`src/rtl/rgb_pwm_fader.sv`:
```
`default_nettype none
// ============================================================================
// Module   : rgb_pwm_fader
// Brief    : Multi-channel PWM LED driver with jump/fade level transitions.
// Revision : 1.0 - initial release
// ============================================================================
module rgb_pwm_fader #(
    parameter int CHANNELS   = 3,
    parameter int WIDTH      = 8,
    parameter int FADE_DIV   = 4,
    parameter bit ACTIVE_LOW = 1'b1,
    localparam int c_chan_w  = (CHANNELS > 1) ? $clog2(CHANNELS) : 1
) (
    input  logic                clk,
    input  logic                rst,
    input  logic                cfg_valid,
    output logic                cfg_ready,
    input  logic [c_chan_w-1:0] cfg_chan,
    input  logic [WIDTH-1:0]    cfg_level,
    input  logic                cfg_fade,
    output logic [CHANNELS-1:0] led,
    output logic [CHANNELS-1:0] busy,
    output logic                period_tick
);

    localparam int              c_fdiv_w    = (FADE_DIV > 1) ? $clog2(FADE_DIV) : 1;
    localparam logic [WIDTH-1:0] c_cnt_last = WIDTH'((1 << WIDTH) - 2);
    localparam logic [c_fdiv_w-1:0] c_fdiv_last = c_fdiv_w'(FADE_DIV - 1);

    logic [WIDTH-1:0]    r_cnt;
    logic [c_fdiv_w-1:0] r_fdiv;
    logic [CHANNELS-1:0] r_led;
    logic [CHANNELS-1:0] w_on;
    logic                w_boundary;
    logic                w_step;
    logic                w_xfer;

    assign w_boundary  = (r_cnt == c_cnt_last);
    assign w_step      = w_boundary && (r_fdiv == c_fdiv_last);
    // Ready drops on boundaries so a write never races a level update.
    assign cfg_ready   = rst && !w_boundary;
    assign w_xfer      = cfg_valid && cfg_ready;
    assign period_tick = w_boundary;
    assign led         = r_led;

    always_ff @(posedge clk or negedge rst) begin
        if (!rst) begin
            r_cnt  <= '0;
            r_fdiv <= '0;
        end else begin
            r_cnt <= w_boundary ? '0 : r_cnt + 1'b1;
            if (w_boundary) begin
                r_fdiv <= (r_fdiv == c_fdiv_last) ? '0 : r_fdiv + 1'b1;
            end
        end
    end

    for (genvar i = 0; i < CHANNELS; i++) begin : g_chan
        logic [WIDTH-1:0] r_cur;
        logic [WIDTH-1:0] r_tgt;
        logic             r_mode;
        logic             w_sel;

        // Out-of-range channel numbers match no instance and are dropped.
        assign w_sel   = w_xfer && (cfg_chan == c_chan_w'(i));
        assign w_on[i] = (r_cnt < r_cur);
        assign busy[i] = (r_cur != r_tgt);

        always_ff @(posedge clk or negedge rst) begin
            if (!rst) begin
                r_cur  <= '0;
                r_tgt  <= '0;
                r_mode <= 1'b0;
            end else if (w_sel) begin
                r_tgt  <= cfg_level;
                r_mode <= cfg_fade;
            end else if (w_boundary && (r_cur != r_tgt)) begin
                if (!r_mode) begin
                    r_cur <= r_tgt;
                end else if (w_step) begin
                    r_cur <= (r_cur < r_tgt) ? r_cur + 1'b1 : r_cur - 1'b1;
                end
            end
        end
    end

    always_ff @(posedge clk or negedge rst) begin
        if (!rst) begin
            r_led <= {CHANNELS{ACTIVE_LOW}};
        end else begin
            r_led <= w_on ^ {CHANNELS{ACTIVE_LOW}};
        end
    end

endmodule
`default_nettype wire

```
`config.mk`:
```
export PLATFORM = sky130hd
export DESIGN_NAME = rgb_pwm_fader
export DESIGN_NICKNAME = d
export VERILOG_FILES = /design/src/rtl/rgb_pwm_fader.sv
export SDC_FILE = /design/constraint.sdc
export NUM_CORES = 1
export LEC_CHECK = 0
export ABC_AREA = 1
export CORE_ASPECT_RATIO = 1.75
export CORE_UTILIZATION = 56
export DETAILED_ROUTE_END_ITERATION = 8
export PLACE_DENSITY = 0.85
export SLEW_MARGIN = 20
export SYNTH_ARGS = -nofsm -noshare
export SYNTH_HDL_FRONTEND = slang
export SYNTH_SLANG_ARGS = --single-unit
```
`constraint.sdc`:
```
create_clock -name clk -period 2.4 [get_ports clk]
set_input_delay 0.48 -clock clk [delete_from_list [all_inputs] [get_ports clk]]
set_output_delay 0.48 -clock clk [all_outputs]
set_load 0.01 [all_outputs]
```
==> flow_metrics.env <==
export IMPL_final_cell_mix="118 x nand2_1, 82 x buf_4, 67 x inv_1, 58 x dfrtp_1, 39 x o21ai_0"
export IMPL_grt_pass1_vias=4838
export IMPL_path_max_fanout=7
export IMPL_yosysTopAreaCell="dfrtp_1"
export IMPL_dieArea_um2=8850
export IMPL_insertion_delay_ps=360
export IMPL_dr_pass1_iters=6
export IMPL_grt_remaining_overflow=0
export IMPL_ant_nets=0
export IMPL_synth_top_family_by_area="simple AND/OR/NAND/NOR gates"
export IMPL_yosys_most_used_dff="dfrtp_1"
export IMPL_syn_nets=671
export IMPL_drive_gt1_frac=0.330
export IMPL_violations="negative setup slack"
export IMPL_synth_cell_type_count=36
export IMPL_nNetsFinal=782
export IMPL_cts_root_buf="clkbuf_16"
export IMPL_synth_top_cell_area_share=0.322
export IMPL_dieWidth_um=71.6
export IMPL_fillCellCount=399
export IMPL_htreeDepth=3
export IMPL_synthTopCellsByArea="dfrtp_1 32%, ha_1 18%, nand2_1 11%, inv_1 6.5%, o21ai_0 4.5%"
export IMPL_rsz0062_at_grt="true"
export IMPL_powerDensity_nw_per_um2=538
export IMPL_dp_final_hpwl_mm=9.98
export IMPL_worst_slew_pin_slew_ps=867
export IMPL_coreArea_um2=8260
export IMPL_place_gp_congestion=0.896
export IMPL_synth_seq_cells=64
export IMPL_ctsHoldBuffers=0
export IMPL_fmax_ghz=0.372
export IMPL_final_common_cell="nand2_1"
export IMPL_syn_area_per_cell_um2=8.11
export IMPL_endpoint_kind="flip-flop"
export IMPL_crit_arrival_ps=2900
export IMPL_wl_per_cell_um=22.3
export IMPL_drtIter0Drc=607
export IMPL_fin_worst_hold_slack_ps=378
export IMPL_timing_rr_start="g_chan[0].r_tgt[3]"
export IMPL_start_util=0.574
export IMPL_route_vias_total=5149
export IMPL_cap_violations=0
export IMPL_numCtsBuffers=9
export IMPL_drc_errors=0
export IMPL_areaGrowthSynthToFinish_pct=40.5
export IMPL_relSlewSlack=0.422
export IMPL_total_power_w=0.00358
export IMPL_drv_slew=0
export IMPL_core_rowCount=44
export IMPL_hold_path_class="input port to asynchronous set/reset pin"
export IMPL_routed_wl_mm=17.7
export IMPL_antenna_found_initial=0
export IMPL_setup_slack_ps=-285
export IMPL_synthMuxAreaShare=0
export IMPL_status="complete, but fails checks"
export IMPL_clk_pin_slew_ps=60
export IMPL_yosysWarnings=0
export IMPL_numPortBuffers=21
export IMPL_synth_compound_area_frac=0.156
export IMPL_crit_path_start="g_chan[0].r_tgt[3]"
export IMPL_diodes=0
export IMPL_ir_worst_vdd_v=0.000617
export IMPL_dieHeight_um=124
export IMPL_synth_xor_area_share=0.0259
export IMPL_ys_seq_area_frac=0.339
export IMPL_netlist_area_um2=4740
export IMPL_critical_path_class="flip-flop to flip-flop"
export IMPL_track_usage=0.333
export IMPL_hold_violations=0
export IMPL_cts_sinks=64
export IMPL_min_period_ps=2690
export IMPL_fin_worst_skew_ps=7.98
export IMPL_pin_count=22
export IMPL_synth_edf_count=0
export IMPL_async_flop_share=1.00
export IMPL_start_kind="flip-flop"
export IMPL_synthCells=585
export IMPL_synth_simple_area_share=0.203
export IMPL_synthAdderAreaFrac=0.195
export IMPL_reg2reg_slack_ps=-290
export IMPL_grt_pass1_wl_mm=22.1
export IMPL_setup_viol=10
export IMPL_reg2regPathDepth=16
export IMPL_grt_max_degree=65
export IMPL_p_leak_nw=3.18
export IMPL_tritoncts="yes"
export IMPL_vias_per_cell=6.49
export IMPL_clockBufferDepth=2
export IMPL_critical_path_required_ps=2620
export IMPL_min_period_over_period=1.12
what timing repair did:
| action | 4_1_cts | 5_1_grt |
|---|---|---|
| resized for setup | 32 | 104 |
| setup endpoints to repair | 21 | 19 |
| pin swaps | 7 | 42 |
| buffers inserted | 2 | 17 |
layout make-up:
class	instances	area, um2	area share
clock inverters	5	80.1	0.0120
well taps	92	115	0.0173
flip-flops and latches	64	1610	0.241
clock buffers	11	243	0.0364
multi-input cells	426	3420	0.513
inverters	88	338	0.0507
repair buffers	107	862	0.129
final timing paths:
check,endpoint
worst max-delay path,g_chan[0].r_cur[6]
worst min-delay path,g_chan[0].r_cur[5]
worst max register to register,g_chan[0].r_cur[6]
worst min register to register,r_fdiv[1]
max in group asynchronous,r_cnt[3]
min in group clk,r_fdiv[1]
through the flow:
| stage | area [um2] | utilization | setup slack [ps] | instances | TNS [ps] |
|---|---|---|---|---|---|
| after floorplan | 4740 | - | 0.512 | 585 | 0 |
| after global placement | 5510 | 0.668 | -119 | 758 | -348 |
| after detailed placement | 5510 | 0.668 | -211 | 758 | -1370 |
| after CTS | 6010 | 0.728 | -13.3 | 776 | -26.1 |
| after global routing | 6660 | 0.807 | -347 | 793 | -2000 |
| final | 6660 | 0.807 | -285 | 793 | -663 |
sequential cells by signal, indices dropped and copies added, names as in the netlist:
register       flops
g_chan.r_mode      3
r_cnt              8
g_chan.r_cur      24
led                3
r_fdiv             2
g_chan.r_tgt      24
cell usage after synthesis, types with 2 or more instances:
| cell | count |
|---|---|
| ha_1 | 69 |
| nand2_1 | 142 |
| dfstp_2 | 3 |
| nand2_2 | 2 |
| nor3_4 | 2 |
| inv_2 | 4 |
| o21ai_0 | 43 |
| nor2_4 | 2 |
| xnor2_1 | 6 |
| fa_1 | 3 |
| buf_6 | 3 |
| a21o_1 | 5 |
| clkbuf_1 | 2 |
| nor2_1 | 18 |
| a21boi_0 | 3 |
| dfrtp_1 | 61 |
| o21ai_1 | 11 |
| a31oi_1 | 4 |
| inv_1 | 82 |
| o21bai_1 | 2 |
| nand3_1 | 28 |
| o211ai_1 | 19 |
| nand4_1 | 10 |
| nand3_4 | 3 |
| a21oi_1 | 40 |
| xor2_1 | 8 |
cells by family (layout without fill, tap and decap cells):
group	Yosys count	after routing
AO/OA/AOI/OAI	130	130
XOR/XNOR	14	14
adder cells (fa/ha/maj)	72	72
buffers and inverters	95	211
flip-flops	64	64
AND/OR/NAND/NOR	210	210
worst max-delay path: stages (launching register included):
cell and delay (ps):
dfrtp_1 410, inv_2 80, ha_4 300, nand2_4 60, inv_2 60, nand2_1 70
nand2_2 80, nand2_2 110, nand2_8 140, ha_4 240, nand2_1 80, nand2_1 90
nand2_1 110, nand3_1 160, xor2_1 200, o21ai_1 210, o21ai_0 160
where the power goes:
part / internal, W / switching (W) / total [W] / leakage (nW)
clock: 0.000936 / 0.000556 / 0.00149 / 0.152
combinational: 0.000354 / 0.000484 / 0.000838 / 2.21
sequential: 0.00117 / 0.0000798 / 0.00125 / 0.817
total: 0.00246 / 0.00112 / 0.00358 / 3.18
routing by layer:
| metal | part of all wire | global-route usage |
|---|---|---|
| met1 | 0.34 | 0.325 |
| met2 | 0.50 | 0.617 |
| met3 | 0.075 | 0.0599 |
| met4 | 0.086 | 0.244 |
| met5 | 0 | 0 |
No activity file was read; power rests on OpenSTA's default activity.
